File: config.mk
export PLATFORM = sky130hd
export DESIGN_NAME = mem_burst_ctrl_flat
export DESIGN_NICKNAME = d
export VERILOG_FILES = /design/src/rtl/mem_burst_pkg.sv /design/src/rtl/mem_burst_ctrl_if.sv /design/src/rtl/mem_burst_wdog.sv /design/src/rtl/mem_burst_ctrl.sv /design/src/flat_wrapper.sv
export SDC_FILE = /design/constraint.sdc
export NUM_CORES = 1
export LEC_CHECK = 0
export BUFFER_PORTS_ARGS = -buffer_cell sky130_fd_sc_hd__buf_2
export CAP_MARGIN = 25
export CORE_ASPECT_RATIO = 1.2
export CORE_MARGIN = 3
export CORE_UTILIZATION = 35
export CTS_CLUSTER_DIAMETER = 150
export DETAILED_ROUTE_END_ITERATION = 8
export PLACE_DENSITY_LB_ADDON = 0.12
export SYNTH_ARGS = -nofsm -noshare
export SYNTH_HDL_FRONTEND = slang
export SYNTH_SLANG_ARGS = --single-unit
File: constraint.sdc
create_clock -name clk -period 1.66 [get_ports clk]
set_input_delay 0.166 -clock clk [delete_from_list [all_inputs] [get_ports clk]]
set_output_delay 0.166 -clock clk [all_outputs]
set_load 0.03 [all_outputs]
File: src/rtl/mem_burst_pkg.sv
// Shared definitions for the memory burst controller slice.
// Holds the burst FSM state encoding, the default bus widths and the
// helpers that derive the beat count and beat-index width from the line
// and bus widths.
package mem_burst_pkg;

  localparam int DEF_CASH_STR_WIDTH = 64;
  localparam int DEF_SHIFT_LEN      = 32;
  localparam int DEF_ADDR_WIDTH     = 32;
  localparam int DEF_TIMEOUT_CYCLES = 255;

  typedef enum logic [2:0] {
    IDLE,
    RD_BEAT,
    WR_LOAD,
    WR_BEAT,
    DONE
  } burst_state_e;

  // Number of bus beats that make up one cache line.
  function automatic int calc_beats(input int line_w, input int beat_w);
    return line_w / beat_w;
  endfunction

  // Width of the beat index; a one-beat line still gets a 1-bit counter
  // so that no zero-width vector is ever declared.
  function automatic int calc_beat_bits(input int beats);
    return (beats > 1) ? $clog2(beats) : 1;
  endfunction

endpackage

File: src/rtl/mem_burst_ctrl_if.sv
// External memory bus seen by the burst controller.
// master (controller): drives mem_req, mem_we, mem_addr, mem_wdata;
//                      receives mem_rdata, mem_ack.
// slave  (memory):     the mirror image.
// mem_req/mem_addr are held until mem_ack; mem_rdata is valid with mem_ack.
interface mem_burst_ctrl_if
  import mem_burst_pkg::*;
#(
  parameter int ADDR_WIDTH = DEF_ADDR_WIDTH,
  parameter int SHIFT_LEN  = DEF_SHIFT_LEN
);

  logic                  mem_req;
  logic                  mem_we;
  logic [ADDR_WIDTH-1:0] mem_addr;
  logic [SHIFT_LEN-1:0]  mem_wdata;
  logic [SHIFT_LEN-1:0]  mem_rdata;
  logic                  mem_ack;

  modport master (
    output mem_req, mem_we, mem_addr, mem_wdata,
    input  mem_rdata, mem_ack
  );

  modport slave (
    input  mem_req, mem_we, mem_addr, mem_wdata,
    output mem_rdata, mem_ack
  );

endinterface

File: src/rtl/mem_burst_wdog.sv
// Per-beat acknowledge watchdog for the burst controller.
// Ports: clk, not_reset (async, active-low); active = a beat request is
// outstanding; ack = the memory acknowledged this cycle; timeout = the
// beat has waited LIMIT cycles without an ack (held until the controller
// drops active, which it does on the following edge).
module mem_burst_wdog
  import mem_burst_pkg::*;
#(
  parameter int LIMIT = DEF_TIMEOUT_CYCLES
) (
  input  logic clk,
  input  logic not_reset,
  input  logic active,
  input  logic ack,
  output logic timeout
);

  localparam int CNT_W = $clog2(LIMIT + 1);
  localparam logic [CNT_W-1:0] LIMIT_V = CNT_W'(LIMIT);

  logic [CNT_W-1:0] wait_cnt;

  assign timeout = (wait_cnt == LIMIT_V);

  // Count unacknowledged request cycles; any ack, an idle bus or the
  // abort itself restarts the count for the next beat.
  always_ff @(posedge clk or negedge not_reset) begin
    if (!not_reset) begin
      wait_cnt <= '0;
    end else if (!active || ack || timeout) begin
      wait_cnt <= '0;
    end else begin
      wait_cnt <= wait_cnt + 1'b1;
    end
  end

endmodule

File: src/rtl/mem_burst_ctrl.sv
// Beat sequencer between the external memory bus and the cache-line shift
// register. Moves one line per request as BEATS bus beats (fill: memory
// to line, writeback: line to memory) and pulses done on completion.
// Ports: clk, not_reset (async, active-low); req_valid/req_we/req_addr/
// req_ready request handshake from the cache; done/err completion pulses;
// mem (mem_burst_ctrl_if.master) memory bus; sr_load/sr_mode/sr_shift/
// sr_din_b shift register controls and serial data; sr_dout_lo low word
// of the shift register.
// Build option: define MEM_BURST_TIMEOUT_EN to add the per-beat ack
// watchdog that aborts a stalled burst and pulses err.
module mem_burst_ctrl
  import mem_burst_pkg::*;
#(
  parameter int CASH_STR_WIDTH = DEF_CASH_STR_WIDTH,
  parameter int SHIFT_LEN      = DEF_SHIFT_LEN,
  parameter int ADDR_WIDTH     = DEF_ADDR_WIDTH,
  parameter int TIMEOUT_CYCLES = DEF_TIMEOUT_CYCLES
) (
  input  logic                  clk,
  input  logic                  not_reset,
  input  logic                  req_valid,
  input  logic                  req_we,
  input  logic [ADDR_WIDTH-1:0] req_addr,
  output logic                  req_ready,
  output logic                  done,
  output logic                  err,
  mem_burst_ctrl_if.master      mem,
  output logic                  sr_load,
  output logic                  sr_mode,
  output logic                  sr_shift,
  output logic [SHIFT_LEN-1:0]  sr_din_b,
  input  logic [SHIFT_LEN-1:0]  sr_dout_lo
);

  localparam int BEATS     = calc_beats(CASH_STR_WIDTH, SHIFT_LEN);
  localparam int BEAT_BITS = calc_beat_bits(BEATS);
  localparam logic [BEAT_BITS-1:0]  LAST_BEAT = BEAT_BITS'(BEATS - 1);
  localparam logic [ADDR_WIDTH-1:0] BEAT_MASK = ADDR_WIDTH'(BEATS - 1);

  burst_state_e          state, state_d;
  logic [BEAT_BITS-1:0]  beat_cnt, beat_cnt_d;
  logic [ADDR_WIDTH-1:0] addr_q, addr_d;
  logic                  we_q, we_d;
  logic                  beat_active;
  logic                  beat_ack;
  logic                  last_beat;
  logic                  timeout;

`ifdef MEM_BURST_TIMEOUT_EN
  mem_burst_wdog #(
    .LIMIT(TIMEOUT_CYCLES)
  ) u_wdog (
    .clk      (clk),
    .not_reset(not_reset),
    .active   (beat_active),
    .ack      (mem.mem_ack),
    .timeout  (timeout)
  );
  assign err = timeout;
`else
  assign timeout = 1'b0;
  assign err     = 1'b0;
`endif

  // An ack arriving in the abort cycle is ignored so the burst never
  // advances and aborts at the same time.
  assign beat_ack  = mem.mem_ack && !timeout;
  assign last_beat = (beat_cnt == LAST_BEAT);

  // addr_q keeps the line base with its beat bits cleared, so the beat
  // index can simply be OR-ed in.
  assign mem.mem_req   = beat_active && !timeout;
  assign mem.mem_we    = beat_active && we_q;
  assign mem.mem_addr  = addr_q | ADDR_WIDTH'(beat_cnt);
  assign mem.mem_wdata = sr_dout_lo;
  assign sr_din_b      = mem.mem_rdata;

  always_ff @(posedge clk or negedge not_reset) begin
    if (!not_reset) begin
      state    <= IDLE;
      beat_cnt <= '0;
      addr_q   <= '0;
      we_q     <= 1'b0;
    end else begin
      state    <= state_d;
      beat_cnt <= beat_cnt_d;
      addr_q   <= addr_d;
      we_q     <= we_d;
    end
  end

  always_comb begin
    state_d     = state;
    beat_cnt_d  = beat_cnt;
    addr_d      = addr_q;
    we_d        = we_q;
    req_ready   = 1'b0;
    done        = 1'b0;
    beat_active = 1'b0;
    sr_load     = 1'b0;
    sr_mode     = 1'b0;
    sr_shift    = 1'b0;

    case (state)
      IDLE: begin
        req_ready = 1'b1;
        if (req_valid) begin
          addr_d     = req_addr & ~BEAT_MASK;
          we_d       = req_we;
          beat_cnt_d = '0;
          state_d    = req_we ? WR_LOAD : RD_BEAT;
        end
      end
      RD_BEAT: begin
        beat_active = 1'b1;
        if (beat_ack) begin
          sr_load    = 1'b1;
          sr_mode    = 1'b1;
          beat_cnt_d = last_beat ? '0 : beat_cnt + 1'b1;
          if (last_beat) state_d = DONE;
        end
      end
      WR_LOAD: begin
        sr_load = 1'b1;
        state_d = WR_BEAT;
      end
      WR_BEAT: begin
        beat_active = 1'b1;
        if (beat_ack) begin
          sr_shift   = 1'b1;
          beat_cnt_d = last_beat ? '0 : beat_cnt + 1'b1;
          if (last_beat) state_d = DONE;
        end
      end
      DONE: begin
        done    = 1'b1;
        state_d = IDLE;
      end
      default: state_d = IDLE;
    endcase

    if (timeout) begin
      state_d    = IDLE;
      beat_cnt_d = '0;
    end
  end

endmodule
File: src/flat_wrapper.sv
// flat-port wrapper written by rule: the top's interface ports become plain ports
module mem_burst_ctrl_flat import mem_burst_pkg::*;
#(
  parameter int CASH_STR_WIDTH = DEF_CASH_STR_WIDTH,
  parameter int SHIFT_LEN      = DEF_SHIFT_LEN,
  parameter int ADDR_WIDTH     = DEF_ADDR_WIDTH,
  parameter int TIMEOUT_CYCLES = DEF_TIMEOUT_CYCLES
)
  (clk, not_reset, req_valid, req_we, req_addr, req_ready, done, err, sr_load, sr_mode, sr_shift, sr_din_b, sr_dout_lo, mem_mem_req, mem_mem_we, mem_mem_addr, mem_mem_wdata, mem_mem_rdata, mem_mem_ack);
  mem_burst_ctrl_if #(.ADDR_WIDTH(ADDR_WIDTH), .SHIFT_LEN(SHIFT_LEN)) mem_i ();
  input  logic clk;
  input  logic not_reset;
  input  logic req_valid;
  input  logic req_we;
  input  logic [ADDR_WIDTH-1:0] req_addr;
  output logic req_ready;
  output logic done;
  output logic err;
  output logic sr_load;
  output logic sr_mode;
  output logic sr_shift;
  output logic [SHIFT_LEN-1:0] sr_din_b;
  input  logic [SHIFT_LEN-1:0] sr_dout_lo;
  output wire logic [$bits(mem_i.mem_req)-1:0] mem_mem_req;
  output wire logic [$bits(mem_i.mem_we)-1:0] mem_mem_we;
  output wire logic [$bits(mem_i.mem_addr)-1:0] mem_mem_addr;
  output wire logic [$bits(mem_i.mem_wdata)-1:0] mem_mem_wdata;
  input wire logic [$bits(mem_i.mem_rdata)-1:0] mem_mem_rdata;
  input wire logic [$bits(mem_i.mem_ack)-1:0] mem_mem_ack;
  assign mem_mem_req = mem_i.mem_req;
  assign mem_mem_we = mem_i.mem_we;
  assign mem_mem_addr = mem_i.mem_addr;
  assign mem_mem_wdata = mem_i.mem_wdata;
  assign mem_i.mem_rdata = mem_mem_rdata;
  assign mem_i.mem_ack = mem_mem_ack;
  mem_burst_ctrl #(.CASH_STR_WIDTH(CASH_STR_WIDTH), .SHIFT_LEN(SHIFT_LEN), .ADDR_WIDTH(ADDR_WIDTH), .TIMEOUT_CYCLES(TIMEOUT_CYCLES)) u_core (.clk(clk), .not_reset(not_reset), .req_valid(req_valid), .req_we(req_we), .req_addr(req_addr), .req_ready(req_ready), .done(done), .err(err), .mem(mem_i), .sr_load(sr_load), .sr_mode(sr_mode), .sr_shift(sr_shift), .sr_din_b(sr_din_b), .sr_dout_lo(sr_dout_lo));
endmodule
==> results of run 1 <==
==> registers in the layout, indices dropped and copies added (netlist names) <==
name / cells
u_core.we_q: 1
u_core.beat_cnt: 1
u_core.state: 3
u_core.addr_q: 31
==> final timing paths <==
kind | startpoint | endpoint | depth (start not counted)
max | u_core.state[1]$_DFFE_PN0P_ | sr_load | 4
min | req_addr[23] | u_core.addr_q[23]$_DFFE_PN0P_ | 2
max reg2reg | u_core.state[0]$_DFFE_PN0P_ | u_core.addr_q[13]$_DFFE_PN0P_ | 5
min reg2reg | u_core.addr_q[8]$_DFFE_PN0P_ | u_core.addr_q[8]$_DFFE_PN0P_ | 1
max in group asynchronous | not_reset | u_core.addr_q[11]$_DFFE_PN0P_ | 2
min in group asynchronous | not_reset | u_core.addr_q[29]$_DFFE_PN0P_ | 2
==> area by class of cell <==
cell class / instances / area, sq um / area share (%)
clock buffer: 5 / 68.8 / 3.14
clock inverter: 2 / 12.5 / 0.571
inverter: 1 / 3.75 / 0.171
multi-input combinational: 56 / 629 / 28.7
sequential: 36 / 901 / 41.1
tap: 80 / 100 / 4.57
timing repair buffer: 83 / 474 / 21.7
==> power by group through the flow <==
stage / Clock, uW / Sequential (uW) / Combinational [uW]
final: 574 / 1560 / 2750
after global routing: 656 / 1630 / 2900
after CTS: 616 / 1580 / 2730
after detailed placement: 0 / 1590 / 2720
after global placement: 0 / 1570 / 2710
after floorplan: 0 / 2340 / 1610
==> worst register-to-register path, stage by stage, from the launching register on <==
cell and delay (ns):
dfrtp_1 0.38, buf_4 0.14, nor3_4 0.16, and2_4 0.20, buf_4 0.19, mux2_4 0.31
==> metal layers <==
metal / track usage, % / routed length [um]
met1: 13.2 / 1540
met2: 16.8 / 1870
met3: 9.23 / 604
met4: 7.57 / 144
met5: 2.31 / 0
==> logic make-up (layout without fill, tap and decap cells) <==
family | Yosys count | after routing | share of synthesized area [%]
buf+inv | 73 | 91 | 27.8
flops | 36 | 36 | 42.5
mux | 33 | 33 | 22.8
simple gates | 18 | 18 | 5.14
compound gates | 4 | 4 | 1.53
other cells | 1 | 1 | 0.177
==> per-stage QoR <==
step / util [%] / worst slack, ns / area, sq um / cells
floorplan: - / -0.0618 / 2120 / 165
global route: 38.1 / 0.00178 / 2190 / 263
CTS: 37.7 / 0.0238 / 2170 / 261
finish: 38.1 / 0.0914 / 2190 / 263
detailed placement: 36.1 / 0.243 / 2070 / 253
global placement: 36.1 / 0.265 / 2070 / 253
==> what timing repair did <==
action                                 CTS  global route
gates resized for setup                  0             4
hold buffers                             1             0
setup endpoints to repair                0             4
setup buffers                            0             2
endpoints found under the hold margin   24             0
==> layout by cell type, fill, tap and decap left out, types with 2 or more instances in the layout <==
cell type and instances:
buf_2 72, dfrtp_1 36, mux2_4 30, buf_4 6
clkbuf_8 5, nor2_1 4, nand2_1 3, mux2_2 3
nor2b_1 2, buf_12 2
==> impl_metrics.yaml, run 1 <==
run_status:
  status: "completed"
power_and_ir_drop:
  p_seq_share_pct: 32.0
  vdd_ir_drop_max_uv: 735
  pwr_density_cell_nw_per_um2: 2230
  swShare_pct: 42.5
  p_sw_uw: 2080
  p_clk_share_pct: 11.7
  p_int_uw: 2810
  p_leak_uw: 0.00111
  power_uw: 4890
  pwr-share-comb_pct: 56.3
critical_path:
  path_buf_inv: 2
  worstPathArrival_ns: 1.40
  cp_cell_sequence: "buf_6 > mux2_2 > nor2_1 > buf_4"
  critPathTopFamily: "flip-flops"
  end_kind: "primary output"
  cp-start-kind: "flop"
  worst-setup-path-type: "reg -> out"
  reg2reg_slack_ns: 0.16
  crit_path_max_incr_delay_ns: 0.40
  required_ns: 1.49
  crit_slowest_cell: "dfrtp_1"
  crit_fanout: 7
drt:
  ant_nets: 0
  first_pass_iters: 4
  vias: 1184
  wl_um: 4160
  post_drt_wl_per_cell_um: 15.8
  drc: 0
  drtIter0Drc: 20
  avgViaCountPerCell: 4.50
die:
  die_w_um: 77.0
  io_pins: 205
  dieArea_sq_um: 7030
  core_sq_um: 5740
  initial_utilization_pct: 36.9
  die_y_um: 91.2
  fp-row-count: 30
clock_network:
  clkTransAtPathRegs_ns: 0.07
  tritoncts: "built"
  h-tree-depth: 2
  cts_root_buf: "clkbuf_8"
  cts.sinks: 36
  clk_path_buf_depth: 2
  clk_latency_ns: 0.28
  cts_buffers: 5
sta:
  rsz0062_at_grt: "false"
  timing.slew.headroom_pct: 46.7
  finalSetupViolCount: 0
  setup-tns-final_ns: 0
  fin_skew_ns: 0.00532
  timing.fmax_mhz: 638
  finalCriticalPeriod_ns: 1.57
  period_share_pct: 94.5
  hold_slack_ns: 0.112
  hold_viol_final: 0
  drv_slew: 0
  worst_pin_slew_ns: 0.800
global_routing:
  grt_max_degree: 37
  grtUsageTotal_pct: 12.3
  grt_first_pass_wirelength_um: 6790
  grt-ovfl-total: 0
  grt_pass1_vias: 1337
  antenna_found_initial: 0
placement:
  hpwl_um: 3110
  gp_congestion: 0.690
  port_buffers: 74
synth:
  syn_area_per_cell_sq_um: 12.8
  ys_types: 24
  yosys_warnings: 0
  synthMostInstantiatedCell: "buf_4"
  yosys.area.top_type: "dfrtp_1"
  synthCells: 165
  synth_area_leaders: "dfrtp_1 43%, buf_4 24%, mux2_4 21%"
  ys_dominant_reg_cell: "dfrtp_1"
  synth_commonest_cells: "67 x buf_4, 36 x dfrtp_1, 30 x mux2_4"
  yosysTopAreaCellShare_pct: 42.5
  ys_async_sr_fraction_pct: 100
  synth-seq-area-share_pct: 42.5
  ys_seq_elements: 36
  synth-edff-count: 0
  synth_nets: 266
  synth_area_sq_um: 2120
layout:
  drive_gt1_share_pct: 68.3
  finalNetCount: 284
  fill_cells: 560
  area_growth_syn_to_layout_pct: 3.31
  diodes: 0
min_path:
  min_path_type: "in -> reg"
flow_run:
  drv_cap: 0
(Power assumes the default switching activity.)
==> run 2, diff against run 1 <==
--- a/config.mk
+++ b/config.mk
@@ -12,7 +12,7 @@
 export CORE_UTILIZATION = 35
 export CTS_CLUSTER_DIAMETER = 150
 export DETAILED_ROUTE_END_ITERATION = 8
-export PLACE_DENSITY_LB_ADDON = 0.12
+export PLACE_DENSITY = 0.82
 export SYNTH_ARGS = -nofsm -noshare
 export SYNTH_HDL_FRONTEND = slang
 export SYNTH_SLANG_ARGS = --single-unit
==> impl_metrics.yaml, run 2 (same netlist as run 1, synthesis figures left out) <==
critical_path:
  end_kind: "primary output"
  reg2reg_depth: 5
  crit_top_cell: "buf_4"
  crit_slowest_cell: "dfrtp_1"
  critPathTopFamily: "simple AND/OR/NAND/NOR gates"
  cp_cell_sequence: "buf_4 > and2b_2 > and3_1 > buf_4"
  path_buf_inv: 2
  reg2reg_slack_ns: 0.10
  worstPathArrival_ns: 1.45
  cp-start-kind: "flop"
  r2r-start: "u_core.state[1]$_DFFE_PN0P_"
  crit_fanout: 7
  worst-setup-path-type: "reg -> out"
  crit_path_max_incr_delay_ns: 0.40
  required_ns: 1.49
  r2r_end: "u_core.addr_q[4]$_DFFE_PN0P_"
clock_network:
  cts.sinks: 36
  clk_latency_ns: 0.28
  tritoncts: "built"
  clkTransAtPathRegs_ns: 0.08
  cts_root_buf: "clkbuf_8"
  h-tree-depth: 2
  cts_buffers: 5
  clk_path_buf_depth: 2
sta:
  fin_ws_ns: 0.0479
  worst_pin_slew_ns: 0.798
  hold_viol_final: 0
  hold_slack_ns: 0.107
  drv_slew: 0
  finalSetupViolCount: 0
  fin_skew_ns: 0.00831
  finalCriticalPeriod_ns: 1.61
  timing.fmax_mhz: 620
  period_share_pct: 97.1
  timing.slew.headroom_pct: 46.8
die:
  core_sq_um: 5740
  dieArea_sq_um: 7030
  initial_utilization_pct: 36.9
  io_pins: 205
  die_y_um: 91.2
  die_w_um: 77.0
  fp-row-count: 30
min_path:
  min_path_type: "in -> reg"
  holdPathEnd: "u_core.addr_q[20]$_DFFE_PN0P_"
  min-delay-start: "req_addr[20]"
  min_path_cells: 2
layout:
  largest_register_ffs: 31
  final_common_cell: "buf_2"
  top_register: "u_core.addr_q"
  fill_cells: 569
  area_growth_syn_to_layout_pct: 3.48
  drive_gt1_share_pct: 67.8
  reg_top3: "u_core.addr_q: 31 flops, u_core.state: 3 flops"
  diodes: 0
  finalNetCount: 283
  mostFrequentLayoutCells: "71 x buf_2, 36 x dfrtp_1, 30 x mux2_4, 8 x buf_4, 6 x clkbuf_8"
drt:
  wl_um: 4310
  post_drt_wl_per_cell_um: 16.4
  drc: 0
  first_pass_iters: 2
  ant_nets: 0
  drtIter0Drc: 17
  avgViaCountPerCell: 4.50
  vias: 1183
global_routing:
  grt_max_degree: 37
  grtUsageTotal_pct: 12.2
  grt_pass1_vias: 1225
  grt-ovfl-total: 0
  grt_first_pass_wirelength_um: 6690
  antenna_found_initial: 0
placement:
  gp_congestion: 0.707
  port_buffers: 74
  hpwl_um: 3300
  place_ws_ns: 0.191
run_status:
  status: "completed"
flow_run:
  drv_cap: 0
power_and_ir_drop:
  vdd_ir_drop_max_uv: 887
  pwr_density_cell_nw_per_um2: 2260
  p_leak_uw: 0.00111
## run 2: power by group
group          internal (uW)  switching, uW  leakage (uW)
clock network            337            311     0.0000445
logic                   1210           1560      0.000633
registers               1320            232      0.000429
## run 2: worst max path at each step
stage                                            from                       endpoint  slack [ns]  cells past startpoint
after floorplan           u_core.state[1]$_DFFE_PN0P_  u_core.addr_q[10]$_DFFE_PN0P_       -0.06                      6
after detailed placement  u_core.state[1]$_DFFE_PN0P_   u_core.addr_q[4]$_DFFE_PN0P_        0.19                      4
after global placement    u_core.state[1]$_DFFE_PN0P_   u_core.addr_q[4]$_DFFE_PN0P_        0.21                      4
after global routing      u_core.state[2]$_DFFE_PN0P_                       sr_shift       -0.02                      4
final                     u_core.state[2]$_DFFE_PN0P_                       sr_shift        0.05                      4
after CTS                 u_core.state[2]$_DFFE_PN0P_                       sr_shift        0.02                      4
## run 2: layout make-up
class / instances / area (sq um) / share of cell area, %
repair buffers: 82 / 465 / 21.2
well taps: 80 / 100 / 4.56
inverters: 1 / 3.75 / 0.171
flip-flops and latches: 36 / 901 / 41.1
clock buffers: 7 / 86.3 / 3.94
clock inverters: 1 / 7.51 / 0.342
multi-input cells: 56 / 629 / 28.7
## run 2: stage by stage
stage	util (%)	total power [uW]	std cells	TNS, ns	cell area, sq um
5_1_grt	38.2	5270	263	-0.0161	2190
3_3_place_gp	36.0	4240	252	0	2070
6_report	38.2	4960	263	0	2190
2_1_floorplan	-	3950	165	-1.86	2120
4_1_cts	37.8	5000	261	0	2170
3_5_place_dp	36.0	4300	252	0	2070
## run 2: repair_timing
item | CTS | global route
hold buffers | 1 | 0
setup buffers | 0 | 2
resized for setup | 1 | 4
endpoints found under the setup margin | 1 | 3
hold endpoints to repair | 36 | 0
pin swaps | 0 | 0
## run 2: layer usage
metal	GRT usage (%)	up-vias	routed length, um
li1	-	504	-
met1	12.2	556	1430
met2	19.9	95	2150
met3	5.95	28	535
met4	8.31	0	205
met5	0	-	0
==> run 3, diff against run 2 <==
--- a/config.mk
+++ b/config.mk
@@ -5,6 +5,7 @@
 export SDC_FILE = /design/constraint.sdc
 export NUM_CORES = 1
 export LEC_CHECK = 0
+export ABC_AREA = 1
 export BUFFER_PORTS_ARGS = -buffer_cell sky130_fd_sc_hd__buf_2
 export CAP_MARGIN = 25
 export CORE_ASPECT_RATIO = 1.2
@@ -12,7 +13,8 @@
 export CORE_UTILIZATION = 35
 export CTS_CLUSTER_DIAMETER = 150
 export DETAILED_ROUTE_END_ITERATION = 8
-export PLACE_DENSITY = 0.82
+export PLACE_DENSITY = 0.83
+export SETUP_SLACK_MARGIN = 0.15
 export SYNTH_ARGS = -nofsm -noshare
 export SYNTH_HDL_FRONTEND = slang
 export SYNTH_SLANG_ARGS = --single-unit
==> impl_metrics.yaml, run 3 <==
min_path:
  holdPathEnd: "u_core.addr_q[15]$_DFFE_PN0P_"
  min_path_type: "in -> reg"
  min-delay-start: "req_addr[15]"
  min_path_cells: 3
placement:
  port_buffers: 74
  hpwl_um: 3380
  place_ws_ns: 0.223
  gp_congestion: 0.700
  place_inst: 326
  dpl_cell_area_sq_um: 2010
synth:
  synth_area_sq_um: 2060
  yosysTopAreaCellShare_pct: 43.6
  ys_seq_elements: 36
  ys_types: 18
  synth-edff-count: 0
  yosys_warnings: 0
  synth-seq-area-share_pct: 43.6
  ys_async_sr_fraction_pct: 100
  synthMostInstantiatedCell: "buf_4"
  syn_area_per_cell_sq_um: 8.43
  synthCells: 245
  yosys.area.top_type: "dfrtp_1"
  synth_area_leaders: "dfrtp_1 44%, buf_4 26%, nand2_1 13%"
  synth_commonest_cells: "71 x buf_4, 70 x nand2_1, 36 x dfrtp_1"
  synth_nets: 346
  ys_dominant_reg_cell: "dfrtp_1"
sta:
  fin_skew_ns: 0.00417
  rsz0062_at_grt: "true"
  timing.fmax_mhz: 687
  fin_ws_ns: 0.204
  hold_viol_final: 0
  finalSetupViolCount: 0
  period_share_pct: 87.7
  finalCriticalPeriod_ns: 1.46
  setup-tns-final_ns: 0
  drv_slew: 0
layout:
  area_growth_syn_to_layout_pct: 10.2
  fill_cells: 585
  diodes: 0
  final_common_cell: "buf_2"
  top_register: "u_core.addr_q"
  largest_register_ffs: 31
  finalNetCount: 365
  drive_gt1_share_pct: 40.4
  design_area_sq_um: 2270
  mostFrequentLayoutCells: "70 x buf_2, 68 x nand2_1, 35 x nand3_1, 35 x dfrtp_1, 15 x buf_4"
  reg_top3: "u_core.addr_q: 31 flops, u_core.state: 3 flops"
  fin_cells: 345
  post-route-util_pct: 40.1
critical_path:
  r2r-start: "u_core.state[0]$_DFFE_PN0P_"
  worst-setup-path-type: "reg -> out"
  required_ns: 1.49
  end_kind: "primary output"
  r2r_end: "u_core.addr_q[28]$_DFFE_PN0P_"
  worstPathArrival_ns: 1.29
  crit_fanout: 7
  reg2reg_depth: 5
  reg2reg_slack_ns: 0.28
  cp-start-kind: "flop"
die:
  dieArea_sq_um: 6860
  io_pins: 205
  die_w_um: 76.1
  core_sq_um: 5670
  fp-row-count: 30
  initial_utilization_pct: 36.4
  die_y_um: 90.1
global_routing:
  grtUsageTotal_pct: 13.8
  grt_max_degree: 37
  grt_first_pass_wirelength_um: 7560
  antenna_found_initial: 0
  grt-ovfl-total: 0
  grt_pass1_vias: 1433
power_and_ir_drop:
  p_seq_share_pct: 28.5
  p_int_uw: 2910
  p_leak_uw: 0.00128
  vdd_ir_drop_max_uv: 831
  p_clk_share_pct: 15.6
  pwr_density_cell_nw_per_um2: 2370
  pwr-share-comb_pct: 56.0
  swShare_pct: 46.0
  p_sw_uw: 2480
drt:
  avgViaCountPerCell: 4.54
  post_drt_wl_per_cell_um: 13.9
  ant_nets: 0
  wl_um: 4800
  first_pass_iters: 4
  drc: 0
  vias: 1565
  drtIter0Drc: 59
flow_run:
  drv_cap: 0
clock_network:
  clkTransAtPathRegs_ns: 0.07
  cts_buffers: 5
  clk_latency_ns: 0.28
  cts.sinks: 36
  cts_root_buf: "clkbuf_8"
  h-tree-depth: 2
  tritoncts: "built"
  clk_path_buf_depth: 2
run_status:
  status: "completed"
-- run 3: cell count changes after synthesis, moves of 3 or more --
| cell | change |
|---|---|
| clkbuf_1 | +3 |
| inv_1 | +5 |
| mux2_4 | -30 |
| nand3_1 | +34 |
| buf_4 | +4 |
| nand2_1 | +67 |
| o21ai_0 | +3 |
| mux2_2 | -3 |
| buf_12 | -3 |
-- run 3: layout make-up --
class,count,area (sq um),share of cell area [%]
clock inverters,1,30.0,1.32
multi-input cells,125,583,25.6
inverters,6,22.5,0.990
clock buffers,7,96.3,4.24
flip-flops and latches,36,902,39.7
repair buffers,90,541,23.8
well taps,80,100,4.40
-- run 3: worst max path at each step --
| stage | from | to | cells past startpoint |
|---|---|---|---|
| 2_1_floorplan | u_core.state[2]$_DFFE_PN0P_ | sr_load | 5 |
| 3_3_place_gp | u_core.state[2]$_DFFE_PN0P_ | sr_load | 6 |
| 3_5_place_dp | u_core.state[0]$_DFFE_PN0P_ | u_core.we_q$_DFFE_PN0P_ | 4 |
| 4_1_cts | u_core.state[2]$_DFFE_PN0P_ | req_ready | 3 |
| 5_1_grt | u_core.state[2]$_DFFE_PN0P_ | sr_load | 6 |
| 6_report | u_core.state[0]$_DFFE_PN0P_ | req_ready | 3 |
-- run 3: layer usage --
metal,wire length [um],track usage [%],share of wire (%),vias to the layer above
li1,-,-,-,744
met1,1680,14.5,35,690
met2,2270,21.3,47,95
met3,604,6.61,13,36
met4,248,10.7,5.2,0
met5,0,0,0,-
-- run 3: critical path, cell delays in order (launching register included) --
cell,delay (ns)
dfrtp_2,0.47
nor3_4,0.27
buf_12,0.15
buf_6,0.12
-- run 3: stage by stage --
step / total power [uW] / hold slack, ns
after floorplan: 3770 / -0.130
after global placement: 4110 / 0.229
after detailed placement: 4180 / 0.243
after CTS: 5120 / 0.101
after global routing: 5800 / 0.113
final: 5400 / 0.113
-- run 3: cells by family after synthesis --
kind of cell | Yosys count | share of synthesized area, %
other | 1 | 0.182
DFF | 36 | 43.6
and+or+nand+nor | 117 | 24.9
AOI/OAI and AO/OA | 7 | 1.94
buffers and inverters | 84 | 29.3
-- run 3: power groups by stage --
stage,combinational [uW],sequential (uW),clock (uW)
floorplan,1530,2230,0
global placement,2580,1530,0
detailed placement,2630,1540,0
CTS,2700,1540,874
global route,3280,1600,916
finish,3020,1540,840
-- run 3: timing repair --
action,in CTS,in global routing
hold endpoints to repair,36,0
gates cloned,0,1
hold buffers,1,0
resized for setup,5,10
buffers inserted,2,7
setup endpoints to repair,6,4
pin swaps,1,1
